<file path="config.mk">
export PLATFORM = sky130hd
export DESIGN_NAME = ppu_pixel_mux_flat
export DESIGN_NICKNAME = d
export VERILOG_FILES = /design/src/rtl/ppu_pixel_mux_if.sv /design/src/rtl/ppu_pixel_mux.sv /design/src/flat_wrapper.sv
export SDC_FILE = /design/constraint.sdc
export NUM_CORES = 1
export LEC_CHECK = 0
export CORE_MARGIN = 1
export CORE_UTILIZATION = 35
export CTS_CLUSTER_SIZE = 24
export DETAILED_ROUTE_END_ITERATION = 7
export SYNTH_ARGS = -nofsm -noshare
export SYNTH_HDL_FRONTEND = slang
export SYNTH_SLANG_ARGS = --single-unit
</file>
<file path="constraint.sdc">
create_clock -name clk -period 7 [get_ports clk]
set_clock_uncertainty 0.15 [all_clocks]
set_input_delay 1.4 -clock clk [delete_from_list [all_inputs] [get_ports clk]]
set_output_delay 1.4 -clock clk [all_outputs]
set_load 0.03 [all_outputs]
</file>
<file path="src/rtl/ppu_pixel_mux_if.sv">
// Bundle of the pixel-mux data and CPU palette buses. The render path is a
// free-running pipeline: no valid/ready handshake, one dot accepted every clock.
interface ppu_pixel_mux_if;
    logic [9:0] x_idx;
    logic [9:0] scanline;
    logic [3:0] bg_pixel;
    logic [3:0] spr_pixel;
    logic       spr_priority;
    logic       spr_zero;
    logic       show_bg;
    logic       show_spr;
    logic       show_bg_left;
    logic       show_spr_left;
    logic       grayscale;
    logic       clear_flags;
    logic       pal_we;
    logic [4:0] pal_addr;
    logic [5:0] pal_wdata;
    logic [5:0] pal_rdata;
    logic [5:0] color_idx;
    logic       pixel_valid;
    logic [7:0] pixel_x;
    logic [7:0] pixel_y;
    logic       sprite0_hit;

    modport master (
        output x_idx, scanline, bg_pixel, spr_pixel, spr_priority, spr_zero,
               show_bg, show_spr, show_bg_left, show_spr_left, grayscale,
               clear_flags, pal_we, pal_addr, pal_wdata,
        input  pal_rdata, color_idx, pixel_valid, pixel_x, pixel_y, sprite0_hit
    );

    modport slave (
        input  x_idx, scanline, bg_pixel, spr_pixel, spr_priority, spr_zero,
               show_bg, show_spr, show_bg_left, show_spr_left, grayscale,
               clear_flags, pal_we, pal_addr, pal_wdata,
        output pal_rdata, color_idx, pixel_valid, pixel_x, pixel_y, sprite0_hit
    );
endinterface

</file>
<file path="src/rtl/ppu_pixel_mux.sv">
// PPU background/sprite priority mux with 32x6 palette RAM and sprite-0 hit.
// Two-stage pipeline: stage 1 picks the palette address, stage 2 reads the RAM.
module ppu_pixel_mux (
    input  logic             clk,
    input  logic             reset,
    ppu_pixel_mux_if.slave   bus
);

    logic [5:0] pal_ram [32];

    logic       visible;
    logic       bg_clip;
    logic       spr_clip;
    logic       bg_opaque;
    logic       spr_opaque;
    logic [4:0] mux_addr;
    logic [4:0] render_idx;
    logic [4:0] cpu_idx;
    logic       hit_set;

    logic       s1_valid;
    logic       s1_gray;
    logic [4:0] s1_addr;
    logic [7:0] s1_x;
    logic [7:0] s1_y;

    // Sprite-palette backdrop slots $10/$14/$18/$1C alias the background ones.
    function automatic logic [4:0] pal_mirror(input logic [4:0] a);
        pal_mirror = (a[4] && (a[1:0] == 2'b00)) ? {1'b0, a[3:0]} : a;
    endfunction

    always_comb begin
        visible    = (bus.x_idx < 10'd256) && (bus.scanline >= 10'd1) &&
                     (bus.scanline <= 10'd240);
        bg_clip    = (bus.x_idx < 10'd8) && !bus.show_bg_left;
        spr_clip   = (bus.x_idx < 10'd8) && !bus.show_spr_left;
        bg_opaque  = bus.show_bg && (bus.bg_pixel[1:0] != 2'b00) && !bg_clip;
        spr_opaque = bus.show_spr && (bus.spr_pixel[1:0] != 2'b00) && !spr_clip;

        mux_addr = 5'h00;
        if (bg_opaque && spr_opaque) begin
            mux_addr = bus.spr_priority ? {1'b0, bus.bg_pixel} : {1'b1, bus.spr_pixel};
        end else if (bg_opaque) begin
            mux_addr = {1'b0, bus.bg_pixel};
        end else if (spr_opaque) begin
            mux_addr = {1'b1, bus.spr_pixel};
        end

        render_idx = pal_mirror(mux_addr);
        cpu_idx    = pal_mirror(bus.pal_addr);
        // Dot 255 never reports a hit, independent of sprite priority.
        hit_set    = visible && bus.spr_zero && bg_opaque && spr_opaque &&
                     (bus.x_idx != 10'd255);
    end

    always_ff @(posedge clk) begin
        if (!reset) begin
            for (int i = 0; i < 32; i++) begin
                pal_ram[i] <= 6'h00;
            end
            s1_valid        <= 1'b0;
            s1_gray         <= 1'b0;
            s1_addr         <= 5'h00;
            s1_x            <= 8'h00;
            s1_y            <= 8'h00;
            bus.pal_rdata   <= 6'h00;
            bus.color_idx   <= 6'h00;
            bus.pixel_valid <= 1'b0;
            bus.pixel_x     <= 8'h00;
            bus.pixel_y     <= 8'h00;
            bus.sprite0_hit <= 1'b0;
        end else begin
            // Reads below see the RAM before this edge's write lands.
            if (bus.pal_we) begin
                pal_ram[cpu_idx] <= bus.pal_wdata;
            end
            bus.pal_rdata <= pal_ram[cpu_idx];

            s1_valid <= visible;
            s1_gray  <= bus.grayscale;
            s1_addr  <= render_idx;
            s1_x     <= bus.x_idx[7:0];
            s1_y     <= bus.scanline[7:0] - 8'd1;

            bus.pixel_valid <= s1_valid;
            bus.color_idx   <= s1_valid ?
                               (pal_ram[s1_addr] & (s1_gray ? 6'h30 : 6'h3F)) : 6'h00;
            bus.pixel_x     <= s1_x;
            bus.pixel_y     <= s1_y;

            if (bus.clear_flags) begin
                bus.sprite0_hit <= 1'b0;
            end else if (hit_set) begin
                bus.sprite0_hit <= 1'b1;
            end
        end
    end

endmodule

</file>
<file path="src/flat_wrapper.sv">
// flat-port wrapper written by rule: the top's interface ports become plain ports
module ppu_pixel_mux_flat 
  (clk, reset, bus_x_idx, bus_scanline, bus_bg_pixel, bus_spr_pixel, bus_spr_priority, bus_spr_zero, bus_show_bg, bus_show_spr, bus_show_bg_left, bus_show_spr_left, bus_grayscale, bus_clear_flags, bus_pal_we, bus_pal_addr, bus_pal_wdata, bus_pal_rdata, bus_color_idx, bus_pixel_valid, bus_pixel_x, bus_pixel_y, bus_sprite0_hit);
  ppu_pixel_mux_if bus_i ();
  input  logic clk;
  input  logic reset;
  input wire logic [$bits(bus_i.x_idx)-1:0] bus_x_idx;
  input wire logic [$bits(bus_i.scanline)-1:0] bus_scanline;
  input wire logic [$bits(bus_i.bg_pixel)-1:0] bus_bg_pixel;
  input wire logic [$bits(bus_i.spr_pixel)-1:0] bus_spr_pixel;
  input wire logic [$bits(bus_i.spr_priority)-1:0] bus_spr_priority;
  input wire logic [$bits(bus_i.spr_zero)-1:0] bus_spr_zero;
  input wire logic [$bits(bus_i.show_bg)-1:0] bus_show_bg;
  input wire logic [$bits(bus_i.show_spr)-1:0] bus_show_spr;
  input wire logic [$bits(bus_i.show_bg_left)-1:0] bus_show_bg_left;
  input wire logic [$bits(bus_i.show_spr_left)-1:0] bus_show_spr_left;
  input wire logic [$bits(bus_i.grayscale)-1:0] bus_grayscale;
  input wire logic [$bits(bus_i.clear_flags)-1:0] bus_clear_flags;
  input wire logic [$bits(bus_i.pal_we)-1:0] bus_pal_we;
  input wire logic [$bits(bus_i.pal_addr)-1:0] bus_pal_addr;
  input wire logic [$bits(bus_i.pal_wdata)-1:0] bus_pal_wdata;
  output wire logic [$bits(bus_i.pal_rdata)-1:0] bus_pal_rdata;
  output wire logic [$bits(bus_i.color_idx)-1:0] bus_color_idx;
  output wire logic [$bits(bus_i.pixel_valid)-1:0] bus_pixel_valid;
  output wire logic [$bits(bus_i.pixel_x)-1:0] bus_pixel_x;
  output wire logic [$bits(bus_i.pixel_y)-1:0] bus_pixel_y;
  output wire logic [$bits(bus_i.sprite0_hit)-1:0] bus_sprite0_hit;
  assign bus_i.x_idx = bus_x_idx;
  assign bus_i.scanline = bus_scanline;
  assign bus_i.bg_pixel = bus_bg_pixel;
  assign bus_i.spr_pixel = bus_spr_pixel;
  assign bus_i.spr_priority = bus_spr_priority;
  assign bus_i.spr_zero = bus_spr_zero;
  assign bus_i.show_bg = bus_show_bg;
  assign bus_i.show_spr = bus_show_spr;
  assign bus_i.show_bg_left = bus_show_bg_left;
  assign bus_i.show_spr_left = bus_show_spr_left;
  assign bus_i.grayscale = bus_grayscale;
  assign bus_i.clear_flags = bus_clear_flags;
  assign bus_i.pal_we = bus_pal_we;
  assign bus_i.pal_addr = bus_pal_addr;
  assign bus_i.pal_wdata = bus_pal_wdata;
  assign bus_pal_rdata = bus_i.pal_rdata;
  assign bus_color_idx = bus_i.color_idx;
  assign bus_pixel_valid = bus_i.pixel_valid;
  assign bus_pixel_x = bus_i.pixel_x;
  assign bus_pixel_y = bus_i.pixel_y;
  assign bus_sprite0_hit = bus_i.sprite0_hit;
  ppu_pixel_mux u_core (.clk(clk), .reset(reset), .bus(bus_i));
endmodule
</file>
==> flow_summary_export.csv <==
group,metric,value,unit
power,p_comb_share,10.6,%
logic_synthesis,synthTopCellsByArea,"edfxtp_1 49%, mux4_2 12%, and2_1 10%, dfxtp_1 9.0%, mux4_1 3.8%",
power,ir_drop,0.158,mV
floorplan,initial_utilization,35.9,%
sta,fmax,0.228,GHz
clock_network,path_clk_slew,60,ps
logic_synthesis,yosysWarnings,0,
layout,seq_area,0.00683,mm^2
logic_synthesis,synth_top_area_share,48.7,%
floorplan,fp-row-count,66,
clock_network,cts-resized-gates,0,
layout,final_util,42.4,%
sta,slew_headroom,8.01,%
clock_network,cts_tree,"yes",
place,gp_congestion,0.842,
critical_path,worstSetupEndpointType,"register",
layout,drive_gt1_share,15.9,%
layout,mostFrequentLayoutCells,"196 x and2_1, 192 x edfxtp_1, 76 x clkdlybuf4s50_1",
place,port_buffers,79,
min_path,hp-class,"register to register",
layout,multiInputGateArea,0.00475,mm^2
layout,nNetsFinal,971,
logic_synthesis,syn_inst,834,
floorplan,fp.dieArea,0.0346,mm^2
layout,syn_to_final_growth,17.9,%
logic_synthesis,avgSynthCellArea,14.2,um^2
critical_path,critPathKind,"input port to register",
power,finalPower,3.50,mW
logic_synthesis,synth_edf_count,192,
logic_synthesis,netlist_area,0.0118,mm^2
layout,final_common_cell,"and2_1",
drt,vias_per_cell,5.44,
critical_path,cp_cell_sequence,"buf_2 > buf_4 > nand4_1 > o21ai_0",
floorplan,die_y,186,um
clock_network,htreeDepth,1,
drt,drc,0,
layout,fin_cells,1382,
outcome,outcome,"finished clean",
clock_network,cts-buffers-inserted,27,
sta,worstMarginPinSlew,1380,ps
drt,routed_wl,31800,um
place,place_ws,2050,ps
drt,vias,7522,
power,swShare,23.6,%
power,p_per_area,251,mW/mm^2
clock_network,cts_max_path_buffers,3,
clock_network,cts.sinks,245,
power,power.share.sequential,48.6,%
floorplan,die_w,186,um
drt,wl_per_cell,23.0,um
place,hpwl,21700,um
sta,setup_ws,2610,ps
global_route,grt_pass1_vias,7283,
sta,setup-violations-final,0,
critical_path,arrival,4410,ps
place,placed_cells,1332,
clock_network,clk_latency,540,ps
floorplan,core,0.0329,mm^2
global_route,grt_max_degree,49,
sta,min_period_over_period,62.8,%
logic_synthesis,ys_seq_area_share,57.7,%
global_route,grt_antenna_before_repair,1,
floorplan,top_level_ports,80,
critical_path,critPathSlowestCell,"o21ai_0",
sta,layout_min_cycle_time,4390,ps
logic_synthesis,synthDistinctLibCells,50,
power,p_int,2.68,mW
logic_synthesis,yosysTopAreaCell,"edfxtp_1",
power,power.share.clock,40.8,%
logic_synthesis,synth_seq_cells,245,
drt,ant_nets,0,
critical_path,slowest_delay,1060,ps
layout,nFillCells,2988,
layout,diodes,0,
global_route,grt_first_pass_wirelength,46800,um
critical_path,worstPathRequired,7020,ps
drt,drt-initial-drc-count,821,
critical_path,worst-path-max-fanout,33,
run,cap_violations,0,
logic_synthesis,synth-main-ff-cell,"edfxtp_1",
global_route,grt_overflow,0,
critical_path,cp-start-kind,"input port",
logic_synthesis,synth-async-reset-ratio,0,%
clock_network,root_buffer,"clkbuf_16",
clock_network,holdBufCountCts,0,
power,leakagePower,4.71,nW
global_route,grt_usage,18.7,%
drt,drt_pass1_iterations,5,
sta,totalNegativeSetupSlack,0,ps
sta,slew_violations,0,
sta,finalHoldViolCount,0,
sta,grt_setup_unrepaired,"no",
clock_network,post_cts_buffers,0,
power,power.switching,0.829,mW
==> stage by stage <==
stage / hold slack, ps / instance area (um^2)
after floorplan: 262 / 11900
after global placement: 266 / 13100
after detailed placement: 268 / 13100
after CTS: 283 / 14000
after global routing: 295 / 14000
final: 282 / 14000
==> cell usage after synthesis, types with 2 or more instances <==
library cell and n:
clkinv_1 7, inv_1 5, xnor2_1 3, buf_1 5, and2_1 196, dfxtp_1 53, nor3b_1 2, ha_1 2
xor2_1 3, buf_6 3, nand4_1 4, or3_1 2, or2_2 2, a21oi_1 12, nand3_1 5, mux2_2 24
o22ai_1 4, o221ai_1 6, clkbuf_1 34, nor3_1 7, nand2b_1 5, a22oi_1 24, buf_2 15, a221oi_1 17
buf_12 2, nor2_1 40, mux2i_1 6, mux4_1 17, mux4_2 61, nand2_1 16, a31oi_1 7, o21ai_0 26
a211oi_1 6, edfxtp_1 192, nor2b_1 4, o21a_1 3
==> registers in the layout (all words and copies together) (netlist names) <==
signal,count
u_core.bus.sprite0_hit,1
u_core.bus.pixel_x,8
u_core.pal_ram,192
u_core.s1_x,8
u_core.bus.pixel_valid,1
u_core.bus.color_idx,6
u_core.s1_valid,1
u_core.s1_addr,5
u_core.bus.pal_rdata,6
u_core.bus.pixel_y,8
u_core.s1_gray,1
u_core.s1_y,8
==> worst max-delay path: cells and delay by family <==
kind,cells,cell delay (ps)
AOI/OAI and AO/OA,1,1060
and+or+nand+nor,1,860
buffers and inverters,2,1070
==> worst paths after layout <==
| kind | startpoint | to | slack (ps) | cells after the start |
|---|---|---|---|---|
| max | bus_pal_addr[0] | u_core.pal_ram[11][1] | 2610 | 4 |
| min | u_core.s1_y[7] | u_core.bus.pixel_y[7] | 280 | 1 |
| max reg2reg | u_core.s1_addr[0] | u_core.bus.color_idx[2] | 4310 | 5 |
| min reg2reg | u_core.s1_y[7] | u_core.bus.pixel_y[7] | 280 | 1 |
==> logic make-up (layout without fill, tap and decap cells) <==
logic type	Yosys count	after routing	share of synthesized area, %
other cells	1	24	0.0317
compound gates	112	112	6.59
fa+ha+maj	2	2	0.211
xor+xnor	6	6	0.444
mux	108	108	18.2
simple gates	288	288	14.0
buf+inv	72	155	2.94
flops	245	245	57.7
==> metal layers <==
metal | share of wire [%] | track usage (%)
met1 | 40 | 24.2
met2 | 47 | 31.3
met3 | 9.9 | 4.01
met4 | 3.0 | 5.77
met5 | 0.025 | 0
==> layout make-up <==
| type | instances | area share [%] |
|---|---|---|
| sequential | 245 | 48.9 |
| multi-input combinational | 540 | 34.0 |
| timing repair buffer | 93 | 6.31 |
| clock buffer | 38 | 5.65 |
| tap | 442 | 3.96 |
| clock inverter | 12 | 0.815 |
| inverter | 12 | 0.323 |
==> power groups by stage <==
| stage | Clock [mW] | Sequential, mW | Combinational [mW] |
|---|---|---|---|
| after floorplan | 0 | 1.72 | 0.225 |
| after global placement | 0 | 1.73 | 0.370 |
| after detailed placement | 0 | 1.73 | 0.371 |
| after CTS | 1.45 | 1.70 | 0.373 |
| after global routing | 1.50 | 1.71 | 0.398 |
| final | 1.43 | 1.70 | 0.372 |
No activity file was read; power rests on OpenSTA's default activity.
